===== src/rtl/alu_issue_ctrl_pkg.sv =====
// Shared definitions for the ALU issue controller: opcodes, CCR bit
// positions and default widths.
package alu_issue_ctrl_pkg;

    localparam int ALU_DATA_W = 16;
    localparam int ALU_REG_AW = 3;

    typedef enum logic [2:0] {
        OP_ADD   = 3'b000,
        OP_SETC  = 3'b001,
        OP_SUB   = 3'b010,
        OP_AND   = 3'b011,
        OP_NOT   = 3'b100,
        OP_PASSA = 3'b101,
        OP_PASSB = 3'b110,
        OP_NONE  = 3'b111
    } alu_op_e;

    localparam int CCR_C = 0;
    localparam int CCR_Z = 1;
    localparam int CCR_N = 2;

endpackage


===== src/rtl/alu_issue_ctrl_ccr_update.sv =====
// Next condition-code value for the instruction being captured from the ALU.
// sub_carry is the carry value a subtract writes (borrow, or the old C).
module alu_issue_ctrl_ccr_update
    import alu_issue_ctrl_pkg::*;
#(
    parameter int DATA_W = ALU_DATA_W
) (
    input  alu_op_e           op,
    input  logic [DATA_W-1:0] result,
    input  logic              carry,
    input  logic              sub_carry,
    input  logic [2:0]        ccr_in,
    output logic [2:0]        ccr_out
);

    logic zero;
    logic neg;

    assign zero = (result == '0);
    assign neg  = result[DATA_W-1];

    always_comb begin
        ccr_out = ccr_in;
        case (op)
            OP_ADD: begin
                ccr_out[CCR_C] = carry;
                ccr_out[CCR_Z] = zero;
                ccr_out[CCR_N] = neg;
            end
            OP_SETC: begin
                ccr_out[CCR_C] = 1'b1;
            end
            OP_SUB: begin
                ccr_out[CCR_C] = sub_carry;
                ccr_out[CCR_Z] = zero;
                ccr_out[CCR_N] = neg;
            end
            OP_AND, OP_NOT: begin
                ccr_out[CCR_Z] = zero;
                ccr_out[CCR_N] = neg;
            end
            default: begin
                ccr_out = ccr_in;
            end
        endcase
    end

endmodule


===== src/rtl/alu_issue_ctrl.sv =====
// ALU initiator: ISSUE register drives the ALU, RESULT register feeds writeback.
// Define ALU_SUB_BORROW_EN to have subtract write the unsigned borrow into C.
module alu_issue_ctrl
    import alu_issue_ctrl_pkg::*;
#(
    parameter int DATA_W = ALU_DATA_W,
    parameter int REG_AW = ALU_REG_AW
) (
    input  logic              clk,
    input  logic              rst_n,
    input  logic              req_valid,
    output logic              req_ready,
    input  logic [2:0]        req_op,
    input  logic [DATA_W-1:0] req_a,
    input  logic [DATA_W-1:0] req_b,
    input  logic [REG_AW-1:0] req_rdst,
    output logic [DATA_W-1:0] alu_operand1,
    output logic [DATA_W-1:0] alu_operand2,
    output logic [2:0]        alu_operation,
    output logic [2:0]        alu_flags_in,
    input  logic [DATA_W-1:0] alu_result,
    input  logic              alu_carry,
    output logic              wb_valid,
    input  logic              wb_ready,
    output logic [DATA_W-1:0] wb_data,
    output logic [REG_AW-1:0] wb_rdst,
    output logic              wb_we,
    output logic [2:0]        ccr,
    output logic              illegal_op
);

    logic              iss_valid;
    alu_op_e           iss_op;
    logic [DATA_W-1:0] iss_a;
    logic [DATA_W-1:0] iss_b;
    logic [REG_AW-1:0] iss_rdst;

    logic       advance;
    logic       accept;
    logic       no_write;
    logic       sub_carry;
    logic [2:0] ccr_nxt;

    assign advance   = iss_valid & (~wb_valid | wb_ready);
    assign req_ready = ~iss_valid | advance;
    assign accept    = req_valid & req_ready;
    assign no_write  = (iss_op == OP_SETC) | (iss_op == OP_NONE);

    assign alu_operand1  = iss_a;
    assign alu_operand2  = iss_b;
    assign alu_operation = iss_valid ? iss_op : OP_NONE;
    assign alu_flags_in  = ccr;

`ifdef ALU_SUB_BORROW_EN
    assign sub_carry = (iss_a < iss_b);
`else
    assign sub_carry = ccr[CCR_C];
`endif

    alu_issue_ctrl_ccr_update #(
        .DATA_W (DATA_W)
    ) u_ccr_update (
        .op        (iss_op),
        .result    (alu_result),
        .carry     (alu_carry),
        .sub_carry (sub_carry),
        .ccr_in    (ccr),
        .ccr_out   (ccr_nxt)
    );

    always_ff @(posedge clk) begin
        if (!rst_n) begin
            iss_valid <= 1'b0;
            iss_op    <= OP_NONE;
            iss_a     <= '0;
            iss_b     <= '0;
            iss_rdst  <= '0;
        end else if (accept) begin
            iss_valid <= 1'b1;
            iss_op    <= alu_op_e'(req_op);
            iss_a     <= req_a;
            iss_b     <= req_b;
            iss_rdst  <= req_rdst;
        end else if (advance) begin
            iss_valid <= 1'b0;
        end
    end

    // Illegal ops and setc still produce a beat, but never a register write
    always_ff @(posedge clk) begin
        if (!rst_n) begin
            wb_valid   <= 1'b0;
            wb_data    <= '0;
            wb_rdst    <= '0;
            wb_we      <= 1'b0;
            ccr        <= 3'b000;
            illegal_op <= 1'b0;
        end else if (advance) begin
            wb_valid   <= 1'b1;
            wb_data    <= no_write ? '0 : alu_result;
            wb_rdst    <= iss_rdst;
            wb_we      <= ~no_write;
            ccr        <= ccr_nxt;
            illegal_op <= (iss_op == OP_NONE);
        end else begin
            if (wb_ready) begin
                wb_valid <= 1'b0;
            end
            illegal_op <= 1'b0;
        end
    end

endmodule


===== config.mk =====
export PLATFORM = sky130hd
export DESIGN_NAME = alu_issue_ctrl
export DESIGN_NICKNAME = d
export VERILOG_FILES = /design/src/rtl/alu_issue_ctrl_pkg.sv /design/src/rtl/alu_issue_ctrl_ccr_update.sv /design/src/rtl/alu_issue_ctrl.sv
export SDC_FILE = /design/constraint.sdc
export NUM_CORES = 1
export LEC_CHECK = 0
export ABC_AREA = 1
export CAP_MARGIN = 5
export CORE_AREA = 4 4 84 86
export CTS_CLUSTER_DIAMETER = 150
export DETAILED_ROUTE_END_ITERATION = 7
export DIE_AREA = 0 0 88 90
export PLACE_DENSITY = 0.78
export SETUP_SLACK_MARGIN = 0.02
export SYNTH_ARGS = -nofsm -noshare
export SYNTH_HDL_FRONTEND = slang
export SYNTH_SLANG_ARGS = --single-unit

===== constraint.sdc =====
create_clock -name clk -period 1.5 [get_ports clk]
set_clock_uncertainty 0.05 [all_clocks]
set_input_delay 0.225 -clock clk [delete_from_list [all_inputs] [get_ports clk]]
set_output_delay 0.225 -clock clk [all_outputs]
set_load 0.05 [all_outputs]

==> results.yml <==
yosys:
  async_flop_share: 0
  syn-num-nets: 376
  yosysMostFrequentCell: "nor2_1"
  synthTopCellsByCount: "nor2_1 (86), dfxtp_1 (64), nand2_1 (43)"
  yosys_warnings: 0
  synth_mux_area_frac: 0
  synth.top_cell.area_share: 0.520
  synth_top_flop_cell: "dfxtp_1"
  synth_area_leader_cell: "dfxtp_1"
  synth_top_family_by_area: "simple AND/OR/NAND/NOR gates"
  yosys_register_bits: 64
  yosysSeqAreaShare: 0.520
  synthSimpleGateAreaFrac: 0.275
  synth_fa_ha_area_frac: 0
  synthCells: 317
  synth_compound_area_frac: 0.120
  synth_xor_area_frac: 0
  avgSynthCellArea_um2: 7.77
  post_synth_num_cell_types: 20
  netlist_area_mm2: 0.00246
  synth_edf_count: 0
  netlist_top_cells_area: "dfxtp_1 (52%), nor2_1 (13%), o21ai_0 (7.7%)"
placed_design:
  placed_cells: 506
  dp_hpwl_mm: 5.51
  place_area_mm2: 0.00428
  port_buffers: 122
  globalplace.congestion: 0.782
  pre_cts_ws_ns: -0.0932
cells_and_area:
  fillers: 458
  final_nets: 502
  regArea_mm2: 0.00129
  layout-drive-gt1-share: 0.243
  antenna_cells: 0
  multi_input_area_um2: 973
  syn_to_final_growth_pct: 83.7
  fin_cells: 525
  final_cell_area_mm2: 0.00453
floorplanning:
  initial_core_util: 0.392
  die_y_um: 90
  row_count: 29
  core_mm2: 0.00628
  dieArea_mm2: 0.00792
  dieWidth_um: 88
  io_pins: 123
drt:
  drtAntennaViolNets: 0
  drt-initial-drc-count: 95
  drt-pass1-iter-count: 4
  drc: 0
  drt_wl_total_mm: 7.24
  via_per_inst: 4.79
  wl_per_cell_um: 13.8
  vias: 2516
timing:
  slew_headroom: 0.770
  grt_setup_unrepaired: "false"
  final_max_slew_viol_count: 0
  period_minus_slack_ns: 1.42
  tns_ns: 0
  hold_violations: 0
  final.setup.worst_slack_ns: 0.0803
  setup_violations: 0
  worst_pin_slew_ns: 0.345
  min_period_over_period: 0.946
  timing.fmax_mhz: 704
worst_setup_path:
  worstPathRequired_ns: 1.22
  cp-end-kind: "output port"
  critPathMaxFanout: 2
  cp-start-kind: "flip-flop"
  cp.arrival_ns: 1.14
  critPathMaxStageDelay_ns: 0.35
  crit_type: "flip-flop to output port"
  cp_cell_sequence: "inv_2, nor2_4, nand2_4, buf_4, buf_12"
  reg2reg_setup_slack_ns: 0.19
  slowest_stage: "dfxtp_4"
global_route:
  grt_antenna_before_repair: 0
  grt_pass1_wl_mm: 11.9
  grt_start_max_net_pins: 31
  grt.total_usage: 0.188
  overflow: 0
  grt_pass1_vias: 2593
cts:
  cts_root_buffer: "clkbuf_8"
  clockBufferDepth: 2
  hold_buffers: 0
  cts-buffers-inserted: 9
  clock-sinks: 64
  cts_max_level: 3
  insertion_delay_ns: 0.33
  cts_tree: "done"
  path_clk_slew_ns: 0.07
power:
  power_uw: 4740
  p_leak_uw: 0.00191
  vdd_ir_drop_max_mv: 0.721
  powerDensity_mw_per_mm2: 1050
hold_path:
  hold_path_class: "input pin to flip-flop"
run_status:
  status: "finished clean"
job:
  drv_cap: 0
worst paths after layout:
| kind | to | cells past startpoint | start |
|---|---|---|---|
| worst max register to register | wb_data[3] | 7 | wb_valid |
| worst min-delay path | wb_valid | 4 | wb_ready |
| worst min register to register | wb_we | 2 | wb_we |
| worst max-delay path | req_ready | 5 | wb_valid |
layout make-up:
| class | count | area share |
|---|---|---|
| sequential | 64 | 0.284 |
| clock inverter | 5 | 0.0174 |
| inverter | 11 | 0.00912 |
| timing repair buffer | 138 | 0.422 |
| clock buffer | 11 | 0.0312 |
| tap | 77 | 0.0213 |
| multi-input combinational | 219 | 0.215 |
power breakdown:
part,internal (uW),switching (uW)
clock,980,654
combinational,581,614
sequential,1810,108
critical path: cells and delay by family, from the launching register on:
family	cells	cell delay (ns)
flops	1	0.35
buf+inv	3	0.32
simple gates	2	0.15
cells by family (layout without fill, tap and decap cells):
family,count (synthesis),after routing
and+or+nand+nor,160,160
buffers and inverters,34,165
AOI/OAI and AO/OA,59,59
DFF,64,64
flip-flops by register name, summed over array words and instances, names as in the netlist:
name / flops
iss_valid: 1
illegal_op: 1
wb_rdst: 3
wb_data: 16
alu_operand1: 16
iss_op: 3
alu_operand2: 16
alu_flags_in: 3
iss_rdst: 3
wb_valid: 1
wb_we: 1
layer usage:
layer  GRT usage  wire length, um  vias up
met5           0                0        -
met4      0.0575               53        0
met3      0.0868              782        6
met2       0.323             3660      102
met1       0.202             2750     1146
li1            -                -     1262
through the flow:
step           utilization  hold WS [ns]
2_1_floorplan            -         0.288
3_3_place_gp         0.682         0.400
3_5_place_dp         0.682         0.403
4_1_cts              0.721         0.384
5_1_grt              0.721         0.265
6_report             0.721         0.230
cell usage in the layout, fill, tap and decap left out, types with 2 or more instances in the layout:
cell type         n
inv_1             7
bufinv_16         2
buf_12           58
buf_4            22
nand2_1          43
clkdlybuf4s50_1  57
nor2_1           86
o21ai_0          38
dfxtp_1          62
nor2_2            2
nor2_4            2
clkbuf_8         10
nand3_1          20
a21oi_1          21
nand2_4           2
inv_2             4
timing repair:
| item | in CTS | in global routing |
|---|---|---|
| buffers inserted | 3 | 0 |
| setup endpoints to repair | 1 | 1 |
| resized for setup | 1 | 1 |
| pin swaps | 1 | 1 |
No activity file was read; power rests on OpenSTA's default activity.
